<file path="config.mk">
export PLATFORM = sky130hd
export DESIGN_NAME = shift_exec_stage
export DESIGN_NICKNAME = d
export VERILOG_FILES = /design/src/rtl/shift_exec_stage.sv
export SDC_FILE = /design/constraint.sdc
export NUM_CORES = 1
export LEC_CHECK = 0
export ABC_AREA = 1
export BUFFER_PORTS_ARGS = -buffer_cell sky130_fd_sc_hd__buf_2
export CORE_MARGIN = 5
export CORE_UTILIZATION = 30
export CTS_CLUSTER_DIAMETER = 200
export DETAILED_ROUTE_END_ITERATION = 8
export MAX_ROUTING_LAYER = met4
export PLACE_DENSITY_LB_ADDON = 0.12
export SLEW_MARGIN = 20
export SYNTH_ARGS = -nofsm -noshare
export SYNTH_HDL_FRONTEND = slang
export SYNTH_SLANG_ARGS = --single-unit
</file>
<file path="constraint.sdc">
create_clock -name clk_i -period 4.5 [get_ports clk_i]
set_clock_uncertainty 0.05 [all_clocks]
set_input_delay 0.675 -clock clk_i [delete_from_list [all_inputs] [get_ports clk_i]]
set_output_delay 0.675 -clock clk_i [all_outputs]
set_load 0.05 [all_outputs]
</file>
<file path="src/rtl/shift_exec_stage.sv">
// Registered execute-stage shift unit: decodes R-type shift functs and holds one result behind valid/ready.
// Optional rotate support (ROTR/ROTRV via rot_i) is enabled by defining SHIFT_ROTATE_EN.
module shift_exec_stage (
  input  logic        clk_i,
  input  logic        rst_i,
  input  logic        in_valid_i,
  output logic        in_ready_o,
  input  logic [5:0]  funct_i,
  input  logic [4:0]  shamt_i,
  input  logic        rot_i,
  input  logic [31:0] rs_data_i,
  input  logic [31:0] rt_data_i,
  input  logic [4:0]  rd_addr_i,
  input  logic        flush_i,
  output logic        out_valid_o,
  input  logic        out_ready_i,
  output logic [31:0] result_o,
  output logic [4:0]  rd_addr_o,
  output logic        illegal_o
);

  localparam logic [5:0] F_SLL  = 6'h00;
  localparam logic [5:0] F_SRL  = 6'h02;
  localparam logic [5:0] F_SRA  = 6'h03;
  localparam logic [5:0] F_SLLV = 6'h04;
  localparam logic [5:0] F_SRLV = 6'h06;
  localparam logic [5:0] F_SRAV = 6'h07;

  logic [4:0]  amt;
  logic [31:0] shifted;
  logic        legal;
  logic        accept;

  // Handshake: a transfer happens on an edge where valid and ready are both high.
  // Upstream: in_valid_i && in_ready_o (and no flush). Downstream: out_valid_o && out_ready_i.
  // in_ready_o depends only on the output register and out_ready_i, never on in_valid_i.
  assign in_ready_o = !out_valid_o || out_ready_i;
  assign accept     = in_valid_i && in_ready_o && !flush_i;

  // The variable forms all have funct bit 2 set.
  assign amt = funct_i[2] ? rs_data_i[4:0] : shamt_i;

`ifdef SHIFT_ROTATE_EN
  logic [63:0] rot_wide;
  assign rot_wide = {rt_data_i, rt_data_i} >> amt;
  logic unused_rs;
  assign unused_rs = ^rs_data_i[31:5];
`else
  logic unused_rs;
  assign unused_rs = ^{rs_data_i[31:5], rot_i};
`endif

  always_comb begin
    shifted = '0;
    legal   = 1'b1;
    case (funct_i)
      F_SLL, F_SLLV: shifted = rt_data_i << amt;
      F_SRL, F_SRLV: begin
        shifted = rt_data_i >> amt;
`ifdef SHIFT_ROTATE_EN
        if (rot_i) shifted = rot_wide[31:0];
`endif
      end
      F_SRA, F_SRAV: shifted = $signed(rt_data_i) >>> amt;
      default: begin
        shifted = '0;
        legal   = 1'b0;
      end
    endcase
  end

  // Flush clears only the valid bit; data registers keep their last contents.
  always_ff @(posedge clk_i) begin
    if (rst_i) begin
      out_valid_o <= 1'b0;
      result_o    <= '0;
      rd_addr_o   <= '0;
      illegal_o   <= 1'b0;
    end else if (flush_i) begin
      out_valid_o <= 1'b0;
    end else if (accept) begin
      out_valid_o <= 1'b1;
      result_o    <= shifted;
      rd_addr_o   <= rd_addr_i;
      illegal_o   <= !legal;
    end else if (out_ready_i) begin
      out_valid_o <= 1'b0;
    end
  end

endmodule
</file>
=== Yosys cells after proc, flatten, opt, wreduce, memory -nomap -nowiden ===
Cells that the tools add are included.

* Bits in registers: 39
* Bits of input ports: 86
* Logic and storage cells: 32

* Eq/ne operators: 5
* Shift-type cells: 3
* Multiplexer cells: 5
* Bitwise logic cells: 1
* Reduce and logical (&&, ||, !) cells: 14

{| class="wikitable"
|+ Operator list
! operator !! number
|-
| 32-bit one-hot mux with 3 select lines || 1
|-
| 32-bit by 5-bit << shifter with 32-bit output || 1
|-
| 32-bit by 5-bit >> shifter with 32-bit output || 1
|-
| 32-bit by 5-bit >>> shifter with 32-bit output || 1
|-
| 6-bit by 3-bit == test with 1-bit output, second input constant || 3
|-
| 6-bit by 2-bit == test with 1-bit output, second input constant || 2
|-
| 2-bit OR reduction || 4
|-
| 6-bit logical NOT || 1
|-
| 6-bit OR reduction || 1
|-
| 5-bit 2-to-1 mux || 1
|-
| 1-bit logical NOT || 3
|-
| 1-bit 2-to-1 mux || 3
|-
| 1-bit logical AND || 2
|-
| 2-bit AND reduction || 1
|-
| 2-bit nonzero test || 1
|-
| 1-bit logical OR || 1
|-
| 1-bit inverter || 1
|}

=== Longest topological paths before layout ===
Gate-level depths: netlist of the first run.

* Depth after elaboration: 5
* Gate-level depth with buffers: 17

=== Worst setup path after synthesis of the first run ===
Ideal clock, no wire load.

* Path type: input -> register
* From: input funct_i[2]
* To: register result_o[5]
* Data arrival time: 1910 ps
* Data required time: 4322 ps
* Setup slack: 2412 ps
* Stages: 11
* Path buffers: 3
* Cell sequence: buf_6 -> inv_4 -> nand2_1 -> nand2_2 -> buf_6 -> clkbuf_1 -> nand3_1 -> nand2_1 -> nor2_1 -> o21ai_0 -> a21oi_1

* Word-level cells in the longest chain between the ends: 3
* Elaborated cells between the ends (all ways): 14
* Classes of those cells: 5 x eq/ne; 3 x shift; 2 x mux; 4 x reduce/logical

{| class="wikitable"
|+ RTL lines
! item !! RTL line !! source
|-
| start, declared || 8 || <nowiki>input logic [5:0] funct_i,</nowiki>
|-
| 5-bit 2-to-1 mux, or another cell as far along || 41 || <nowiki>assign amt = funct_i[2] ? rs_data_i[4:0] : shamt_i;</nowiki>
|-
| 32-bit by 5-bit >>> shifter with 32-bit output, or another cell as far along || 64 || <nowiki>F_SRA, F_SRAV: shifted = $signed(rt_data_i) >>> amt;</nowiki>
|-
| 32-bit one-hot mux with 3 select lines (*) || 56 || <nowiki>case (funct_i)</nowiki>
|-
| end signal, assigned || 83 || <nowiki>result_o <= shifted;</nowiki>
|-
| end, declared || 17 || <nowiki>output logic [31:0] result_o,</nowiki>
|}

Every way passes the cells marked *; elsewhere a longest branch is shown, timed or not.
A chain may end at the register's enable or synchronous reset.

=== Worst setup path after layout of the first run ===
* From: input funct_i[2]
* To: register result_o[21]

Same word-level chain as after synthesis.

==> impl_metrics.py, run 1 <==
metrics = {
    "floorplan": {
        "io_pins": 126,
        "die_x_um": 142.7,
        "rows": 48,
        "core_um2": 17300,
        "dieArea_um2": 20360,
        "start_util_pct": 30.53,
        "die_y_um": 142.7,
    },
    "timing": {
        "hold_viol": 0,
        "tns_ns": 0,
        "drv_slew": 0,
        "rsz0062_at_grt": "false",
        "finalSetupViolCount": 0,
        "max_slew_margin_pct": 43.45,
        "worst_slew_pin_slew_ns": 0.8450,
        "timing.hold.ws_ns": 0.4107,
        "period_needed_ns": 3.001,
        "clock.fmax_mhz": 333.3,
        "post-route-period-util_pct": 66.68,
    },
    "synth": {
        "syn-num-nets": 1102,
        "synth.distinct_cells": 37,
        "synth_edf_count": 0,
        "ys_seq_area_share_pct": 14.78,
        "syn_inst": 1016,
        "syn_area_um2": 5281,
        "synth_ff_type": "dfxtp_1",
        "syn_area_per_cell_um2": 5.198,
        "ys_ff_latch": 39,
        "ys_warn_count": 0,
        "synth_async_sr_flop_share_pct": 0,
    },
    "worst_setup_path": {
        "r2r_end": "result_o[13]",
        "cp_max_fo": 32,
        "start_kind": "input port",
        "required_ns": 4.66,
        "worstRegToRegCells": 8,
        "r2r_slack_ns": 2.62,
        "crit_type": "input port to flop",
        "rr_startpoint": "out_valid_o",
        "end_kind": "flop",
        "worst_ep_arrival_time_ns": 3.16,
    },
    "final_layout": {
        "fin_cells": 1297,
        "drive_above_1_share_pct": 13.90,
        "n_antenna_cell": 0,
        "final_util_pct": 34.68,
        "syn_to_final_growth_pct": 13.57,
        "layout.nets": 1157,
    },
    "grt": {
        "grt_max_degree": 56,
        "globalRoute.totalOverflow": 0,
        "grt_pass1_wl_um": 36220,
        "grt_util_all_layers_pct": 22.86,
        "antenna_found_initial": 0,
        "grt_pass1_vias": 6522,
    },
    "routing": {
        "drc_errors": 0,
        "drtPass1Iterations": 6,
        "drt_iter0_drc": 805,
        "drt-total-wl_um": 22800,
        "vias_per_cell": 5.413,
        "wl_per_cell_um": 17.58,
        "vias": 7021,
        "ant_nets": 0,
    },
    "outcome": {
        "outcome": "complete, no violations",
    },
    "placed_design": {
        "port_buffers": 97,
        "place_hpwl_um": 17910,
        "dp_cells": 1289,
        "gp_congestion": 0.9647,
    },
    "power_and_ir_drop": {
        "ir_drop_mv": 0.1563,
        "power_uw": 1402,
        "static-leakage-power_uw": 0.003090,
        "powerDensity_nw_per_um2": 233.7,
    },
    "flow_run": {
        "cap_violations": 0,
    },
    "clock_tree": {
        "holdBufCountCts": 0,
        "cts_tree": "built",
        "cts_buffers": 5,
        "clkTransAtPathRegs_ns": 0.06,
        "clock_latency_ns": 0.28,
        "post_cts_resized": 0,
        "cts_sinks": 39,
        "cts_setup_buffers": 0,
        "h-tree-depth": 2,
        "cts_root_buf": "clkbuf_16",
        "cts.path.max_buffers": 2,
    },
    "worst_hold_path": {
        "hold_path_class": "flop to flop",
        "holdPathEnd": "result_o[19]",
        "holdCritStartpoint": "result_o[19]",
        "hold_depth": 2,
    },
}
## cell families (layout without fill, tap and decap cells)
family	after synthesis	count (layout)	synth area share, %
AO/OA/AOI/OAI	111	111	11.70
buffers and inverters	143	199	12.46
flip-flops	39	39	14.78
AND/OR/NAND/NOR	723	723	61.05
## flip-flops by register name (all words and copies together), names as in the netlist
name and count:
result_o 32, illegal_o 1, rd_addr_o 5, out_valid_o 1
## worst max path at each step
| stage | from | endpoint | cells past startpoint |
|---|---|---|---|
| final | funct_i[2] | result_o[21] | 13 |
| after detailed placement | funct_i[2] | result_o[21] | 13 |
| after CTS | funct_i[2] | result_o[21] | 13 |
| after floorplan | funct_i[2] | result_o[5] | 11 |
| after global placement | funct_i[2] | result_o[21] | 13 |
| after global routing | funct_i[2] | result_o[21] | 13 |
## synth_stat cells, types with 2 or more instances
master    count  share of area (%)
dfxtp_1      39                 15
buf_4         6               0.85
or2_1         2               0.24
clkbuf_1     16                1.1
o21bai_1      2               0.28
o21ai_0      29                2.7
inv_1        71                5.0
nor2_2        3               0.36
nand3_1     304                 29
nor2_4        3               0.64
inv_2         5               0.36
o21ai_1      12                1.1
nand2_2       4               0.47
buf_2        35                3.3
a21oi_2       2               0.33
buf_6         7                1.5
nor2_1       37                2.6
nor3_1        7               0.66
nand2_4       4               0.85
o211ai_1      5               0.71
nand4_1      10                1.2
a21oi_1      51                4.8
nand2_1     345                 25
a31oi_1       4               0.47
## layout make-up
type / instances / area, um^2
well taps: 225 / 281.5
multi-input cells: 834 / 3866
inverters: 78 / 295.3
clock buffers: 8 / 156.4
flip-flops and latches: 39 / 780.7
fillers: 2127 / 11300
repair buffers: 113 / 618.1
## cells in the final DEF (no fill, tap or decap), drive strengths merged, types with 2 or more instances in the layout
cell,instances
a21oi,54
a31oi,4
buf,113
clkbuf,8
dfxtp,39
inv,77
nand2,353
nand3,305
nand4,11
nor2,43
nor3,7
o211ai,5
o21ai,43
o21bai,2
or2,2
## critical path, cell delays in order
cell and delay [ns]:
buf_2 0.22, o21ai_4 0.72, buf_4 0.45, nand3_1 0.15, nand3_1 0.15, nand2_1 0.07, nor2_1 0.16, nor2_1 0.08
nand2_1 0.06, nand2_1 0.04, nand2_1 0.15, nand2_1 0.08, a21oi_1 0.12
## power by group
part | internal [uW] | total [uW] | switching [uW]
clock | 236 | 372 | 137
combinational | 184 | 665 | 481
sequential | 358 | 364 | 5.85
## per-layer routing
metal / track usage, % / share of wire, %
met1: 32.08 / 46
met2: 34.92 / 44
met3: 3.215 / 7.5
met4: 5.053 / 2.0
met5: - / 0
## stage by stage
step                      setup WS (ns)  cell area [um^2]
after floorplan                   2.412              5281
after global placement            1.249              5842
after detailed placement          1.233              5842
after CTS                         1.533              5998
after global routing              1.236              5998
final                             1.499              5998
Power figures use the tool's default switching activity.
==> inputs of run 2 (changes only) <==
- clock period: 4.5 -> 3.1 ns (I/O delays scaled with it)
==> impl_metrics.py, run 2 (same netlist as run 1, synthesis figures left out) <==
metrics = {
    "routing": {
        "drt_iter0_drc": 753,
        "drtPass1Iterations": 6,
        "wl_per_cell_um": 17.36,
        "drc_errors": 0,
        "ant_nets": 0,
        "drt-total-wl_um": 22580,
        "vias": 6895,
        "vias_per_cell": 5.300,
    },
    "grt": {
        "grt_util_all_layers_pct": 22.39,
        "antenna_found_initial": 0,
        "grt_max_degree": 68,
        "grt_pass1_vias": 6407,
        "globalRoute.totalOverflow": 0,
        "use_met2_pct": 34.82,
        "grtUsageMet1_pct": 31.98,
        "grt_pass1_wl_um": 35280,
        "busiest_layer": "met2",
        "met3_usage_pct": 2.612,
    },
    "worst_setup_path": {
        "r2r_slack_ns": 1.60,
        "startpoint": "funct_i[2]",
        "crit_type": "input port to flop",
        "r2r_end": "rd_addr_o[1]",
        "endpoint": "result_o[2]",
        "start_kind": "input port",
        "worst_ep_arrival_time_ns": 2.68,
        "end_kind": "flop",
        "required_ns": 3.26,
        "worstRegToRegCells": 7,
        "rr_startpoint": "out_valid_o",
        "cp_max_fo": 35,
    },
    "outcome": {
        "outcome": "complete, no violations",
    },
    "clock_tree": {
        "cts_tree": "built",
        "post_cts_resized": 0,
        "cts_sinks": 39,
        "clock_latency_ns": 0.28,
        "clkTransAtPathRegs_ns": 0.06,
        "cts_setup_buffers": 0,
        "cts.path.max_buffers": 2,
        "holdBufCountCts": 0,
        "cts_root_buf": "clkbuf_16",
        "h-tree-depth": 2,
        "cts_buffers": 5,
    },
    "timing": {
        "rsz0062_at_grt": "false",
        "worst_slew_pin_slew_ns": 0.8164,
        "hold_viol": 0,
        "finalSetupViolCount": 0,
        "drv_slew": 0,
        "post-route-period-util_pct": 81.04,
        "tns_ns": 0,
        "period_needed_ns": 2.512,
        "clock.fmax_mhz": 398.0,
        "max_slew_margin_pct": 45.37,
    },
    "final_layout": {
        "reg_top3": "result_o (32), rd_addr_o (5)",
        "n_antenna_cell": 0,
        "final_cell_mix": "nand2_1, nand3_1, buf_2, inv_1, a21oi_1",
        "top_register": "result_o",
        "layout.nets": 1161,
        "drive_above_1_share_pct": 14.22,
        "syn_to_final_growth_pct": 14.85,
        "final_common_cell": "nand2_1",
        "final_util_pct": 35.07,
        "largest_reg_flops": 32,
    },
    "placed_design": {
        "port_buffers": 97,
        "place_hpwl_um": 17790,
        "gp_congestion": 0.9357,
    },
    "floorplan": {
        "core_um2": 17300,
        "dieArea_um2": 20360,
        "die_y_um": 142.7,
        "die_x_um": 142.7,
        "rows": 48,
        "start_util_pct": 30.53,
        "io_pins": 126,
    },
    "power_and_ir_drop": {
        "static-leakage-power_uw": 0.003124,
        "ir_drop_mv": 0.2076,
        "powerDensity_nw_per_um2": 336.9,
    },
    "flow_run": {
        "cap_violations": 0,
    },
    "worst_hold_path": {
        "holdCritStartpoint": "flush_i",
        "hold_path_class": "input port to flop",
    },
}
-- run 2: worst min-delay path by stage --
| stage | to | depth (start not counted) |
|---|---|---|
| floorplan | out_valid_o | 1 |
| global placement | result_o[16] | 2 |
| detailed placement | result_o[16] | 2 |
| CTS | out_valid_o | 2 |
| global route | out_valid_o | 2 |
| finish | out_valid_o | 2 |
-- run 2: report_power, final --
part           internal, uW  total [uW]  leakage (uW)  switching [uW]
Sequential              519         528      0.000317            8.49
Clock                   343         542     0.0000772             199
Combinational           278         974       0.00273             696
-- run 2: area by class of cell --
| cell class | count | area [um^2] |
|---|---|---|
| flip-flops and latches | 39 | 780.7 |
| clock buffers | 8 | 156.4 |
| inverters | 78 | 295.3 |
| multi-input cells | 834 | 3866 |
| repair buffers | 117 | 685.7 |
| well taps | 225 | 281.5 |
| fillers | 2091 | 11230 |
-- run 2: metrics by stage --
stage	hold slack [ns]	cell area [um^2]	total power [uW]	std cells	worst slack [ns]
2_1_floorplan	0.4935	5281	1234	1016	1.222
3_3_place_gp	0.4017	5909	1504	1293	0.2753
3_5_place_dp	0.4023	5909	1500	1293	0.2858
4_1_cts	0.3158	6066	2042	1301	0.5872
5_1_grt	0.3242	6066	2185	1301	0.3255
6_report	0.3199	6066	2044	1301	0.5876
-- run 2: critical path, stage by stage --
cell     delay, ns
buf_2         0.22
o21ai_4       0.70
buf_12        0.28
nand3_1       0.12
nand3_1       0.09
nand2_1       0.12
nand2_1       0.15
nand3_1       0.13
nand3_1       0.11
nand3_1       0.13
a21oi_1       0.15
-- run 2: metal layers --
layer,up-vias,part of all wire (%)
li1,3500,-
met1,3124,47
met2,248,46
met3,23,6.0
met4,0,1.1
met5,-,0
==> inputs of run 3 (changes only) <==
- ABC_AREA: 1 -> 0
- clock period: 3.1 -> 2.2 ns (I/O delays scaled with it)
==> impl_metrics.py, run 3 <==
metrics = {
    "synth": {
        "syn-num-nets": 820,
        "synth_ff_type": "dfxtp_1",
        "yosys-top-cells-area": "mux2i_1, dfxtp_1, mux4_2, nand2_1, nor2_1",
        "synth.distinct_cells": 70,
        "synth_most_common_cell": "nand2_1",
        "yosysTopAreaCell": "mux2i_1",
        "ys_warn_count": 0,
        "muxShareOfSynthArea_pct": 31.86,
        "synth_compound_gate_area_share_pct": 28.39,
        "synth_async_sr_flop_share_pct": 0,
        "syn_area_per_cell_um2": 7.650,
        "synth_top_family_by_area": "multiplexers",
        "synthXorXnorAreaFrac_pct": 0,
        "synth_edf_count": 0,
        "ys_seq_area_share_pct": 13.90,
        "synthTopCellsByCount": "nand2_1, mux2i_1, nor2_1, a21oi_1, o21ai_0",
        "synth_fa_ha_area_share_pct": 0,
        "synth_simple_gate_area_share_pct": 19.18,
        "ys_ff_latch": 39,
        "synth_top_area_share_pct": 17.29,
        "syn_area_um2": 5615,
        "syn_inst": 734,
    },
    "clock_tree": {
        "cts_tree": "built",
        "h-tree-depth": 2,
        "cts_root_buf": "clkbuf_16",
        "clock_latency_ns": 0.28,
        "cts.path.max_buffers": 2,
        "cts_buffers": 5,
        "clkTransAtPathRegs_ns": 0.06,
        "holdBufCountCts": 0,
        "cts_sinks": 39,
    },
    "final_layout": {
        "final_cell_mix": "buf_4, nand2_1, buf_2, nor2_1, mux2i_1",
        "top_register": "result_o",
        "layout.nets": 1179,
        "final_common_cell": "buf_4",
        "drive_above_1_share_pct": 56.95,
        "largest_reg_flops": 32,
        "reg_top3": "result_o (32), rd_addr_o (5)",
        "syn_to_final_growth_pct": 78.21,
        "n_antenna_cell": 0,
    },
    "routing": {
        "drc_errors": 0,
        "vias_per_cell": 6.000,
        "vias": 7968,
        "wl_per_cell_um": 25.10,
        "drt_iter0_drc": 615,
        "drtPass1Iterations": 5,
        "ant_nets": 0,
        "drt-total-wl_um": 33340,
    },
    "floorplan": {
        "die_x_um": 146.8,
        "die_y_um": 146.8,
        "start_util_pct": 30.22,
        "rows": 50,
        "io_pins": 126,
        "dieArea_um2": 21550,
        "core_um2": 18580,
    },
    "worst_setup_path": {
        "r2r_slack_ns": 0.43,
        "rr_startpoint": "out_valid_o",
        "required_ns": 2.36,
        "crit_path_top_delay_cell": "a222oi_1",
        "crit_type": "input port to flop",
        "end_kind": "flop",
        "crit_buf_inv": 3,
        "startpoint": "funct_i[2]",
        "worst_ep_arrival_time_ns": 2.55,
        "cp_slowest_stage_delay_ns": 0.47,
        "start_kind": "input port",
        "path_cells": "buf_12, mux2_4, buf_12, mux4_2, a222oi_1, buf_4, nand2_2, a31oi_4, a21oi_2, a211oi_2",
        "cp_max_fo": 6,
        "cp_top_family": "compound AO/OA/AOI/OAI gates",
        "cpMostUsedCell": "buf_12",
    },
    "grt": {
        "grt_util_all_layers_pct": 30.05,
        "globalRoute.totalOverflow": 0,
        "antenna_found_initial": 0,
        "grt_pass1_vias": 7748,
        "grt_max_degree": 33,
        "grt_pass1_wl_um": 49220,
    },
    "power_and_ir_drop": {
        "powerDensity_nw_per_um2": 437.6,
        "power_uw": 4379,
        "ir_drop_mv": 0.4205,
        "static-leakage-power_uw": 0.004247,
    },
    "timing": {
        "hold_viol": 0,
        "rsz0062_at_grt": "true",
        "finalSetupViolCount": 22,
        "clock.fmax_mhz": 418.1,
        "drv_slew": 0,
        "timing.hold.ws_ns": 0.1986,
        "post-route-period-util_pct": 108.7,
        "worst_slew_pin_slew_ns": 0.6080,
        "max_slew_margin_pct": 59.47,
        "period_needed_ns": 2.392,
        "fin_ws_ns": -0.1916,
    },
    "placed_design": {
        "place_hpwl_um": 26410,
        "gp_congestion": 0.9785,
        "port_buffers": 97,
    },
    "worst_hold_path": {
        "holdCritStartpoint": "flush_i",
        "hold_path_class": "input port to flop",
    },
    "flow_run": {
        "cap_violations": 0,
    },
    "outcome": {
        "violations": "setup timing",
        "outcome": "finished with violations",
    },
}
run 3: cell types whose count changed after synthesis, sizes merged, moves of 14 or more:
cell    change
mux2i     +101
nand3     -284
mux4       +28
inv        -65
a22oi      +14
nor2       +24
clkbuf     +16
o22ai      +17
nand2     -245
buf        -19
run 3: metal layers:
layer  track usage [%]  vias to the layer above  share of wire [%]
met5                 -                        -                  0
met4             8.984                        0                3.5
met3             2.252                       64                5.5
met2             48.86                      383                 48
met1             40.15                     3950                 43
li1                  -                     3571                  -
run 3: worst paths after layout:
kind / to / cells past startpoint
worst max-delay path: result_o[26] / 10
worst min-delay path: out_valid_o / 2
worst max register to register: result_o[2] / 7
worst min register to register: result_o[6] / 2
run 3: timing repair:
item,in CTS,in global routing
endpoints found under the setup margin,32,32
resized for setup,126,107
pin swaps,40,53
gates cloned,2,1
buffers inserted,23,20
run 3: cell families after synthesis:
family          after synthesis
simple gates                248
compound gates              234
mux                         139
buf+inv                      74
flops                        39
run 3: power by group:
part           switching [uW]  total, uW  internal (uW)
clock                     333        869            536
combinational            1470       2780           1310
sequential               10.5        735            724
total                    1810       4380           2570
run 3: through the flow:
stage | setup WS [ns] | TNS (ns) | util [%] | cells | area (um^2)
final | -0.1916 | -1.658 | 53.86 | 1328 | 10010
after global routing | -0.2096 | -3.028 | 53.86 | 1328 | 10010
after CTS | -0.2077 | -2.010 | 50.63 | 1312 | 9407
after detailed placement | -0.7256 | -17.59 | 45.39 | 1284 | 8434
after global placement | -0.7121 | -16.84 | 45.39 | 1284 | 8434
after floorplan | -0.09105 | -0.4547 | - | 734 | 5783
run 3: cell type report:
cell class / instances / area (um^2)
multi-input cells: 622 / 5524
clock buffers: 5 / 125.1
flip-flops and latches: 39 / 780.7
fillers: 1794 / 8573
clock inverters: 3 / 43.79
repair buffers: 413 / 3196
inverters: 12 / 45.04
well taps: 234 / 292.8
run 3: worst register-to-register path: cells and delay by family, from the launching register on:
kind	cells	cell delay, ns
DFF	1	0.31
AOI/OAI and AO/OA	2	0.15
and+or+nand+nor	5	1.19
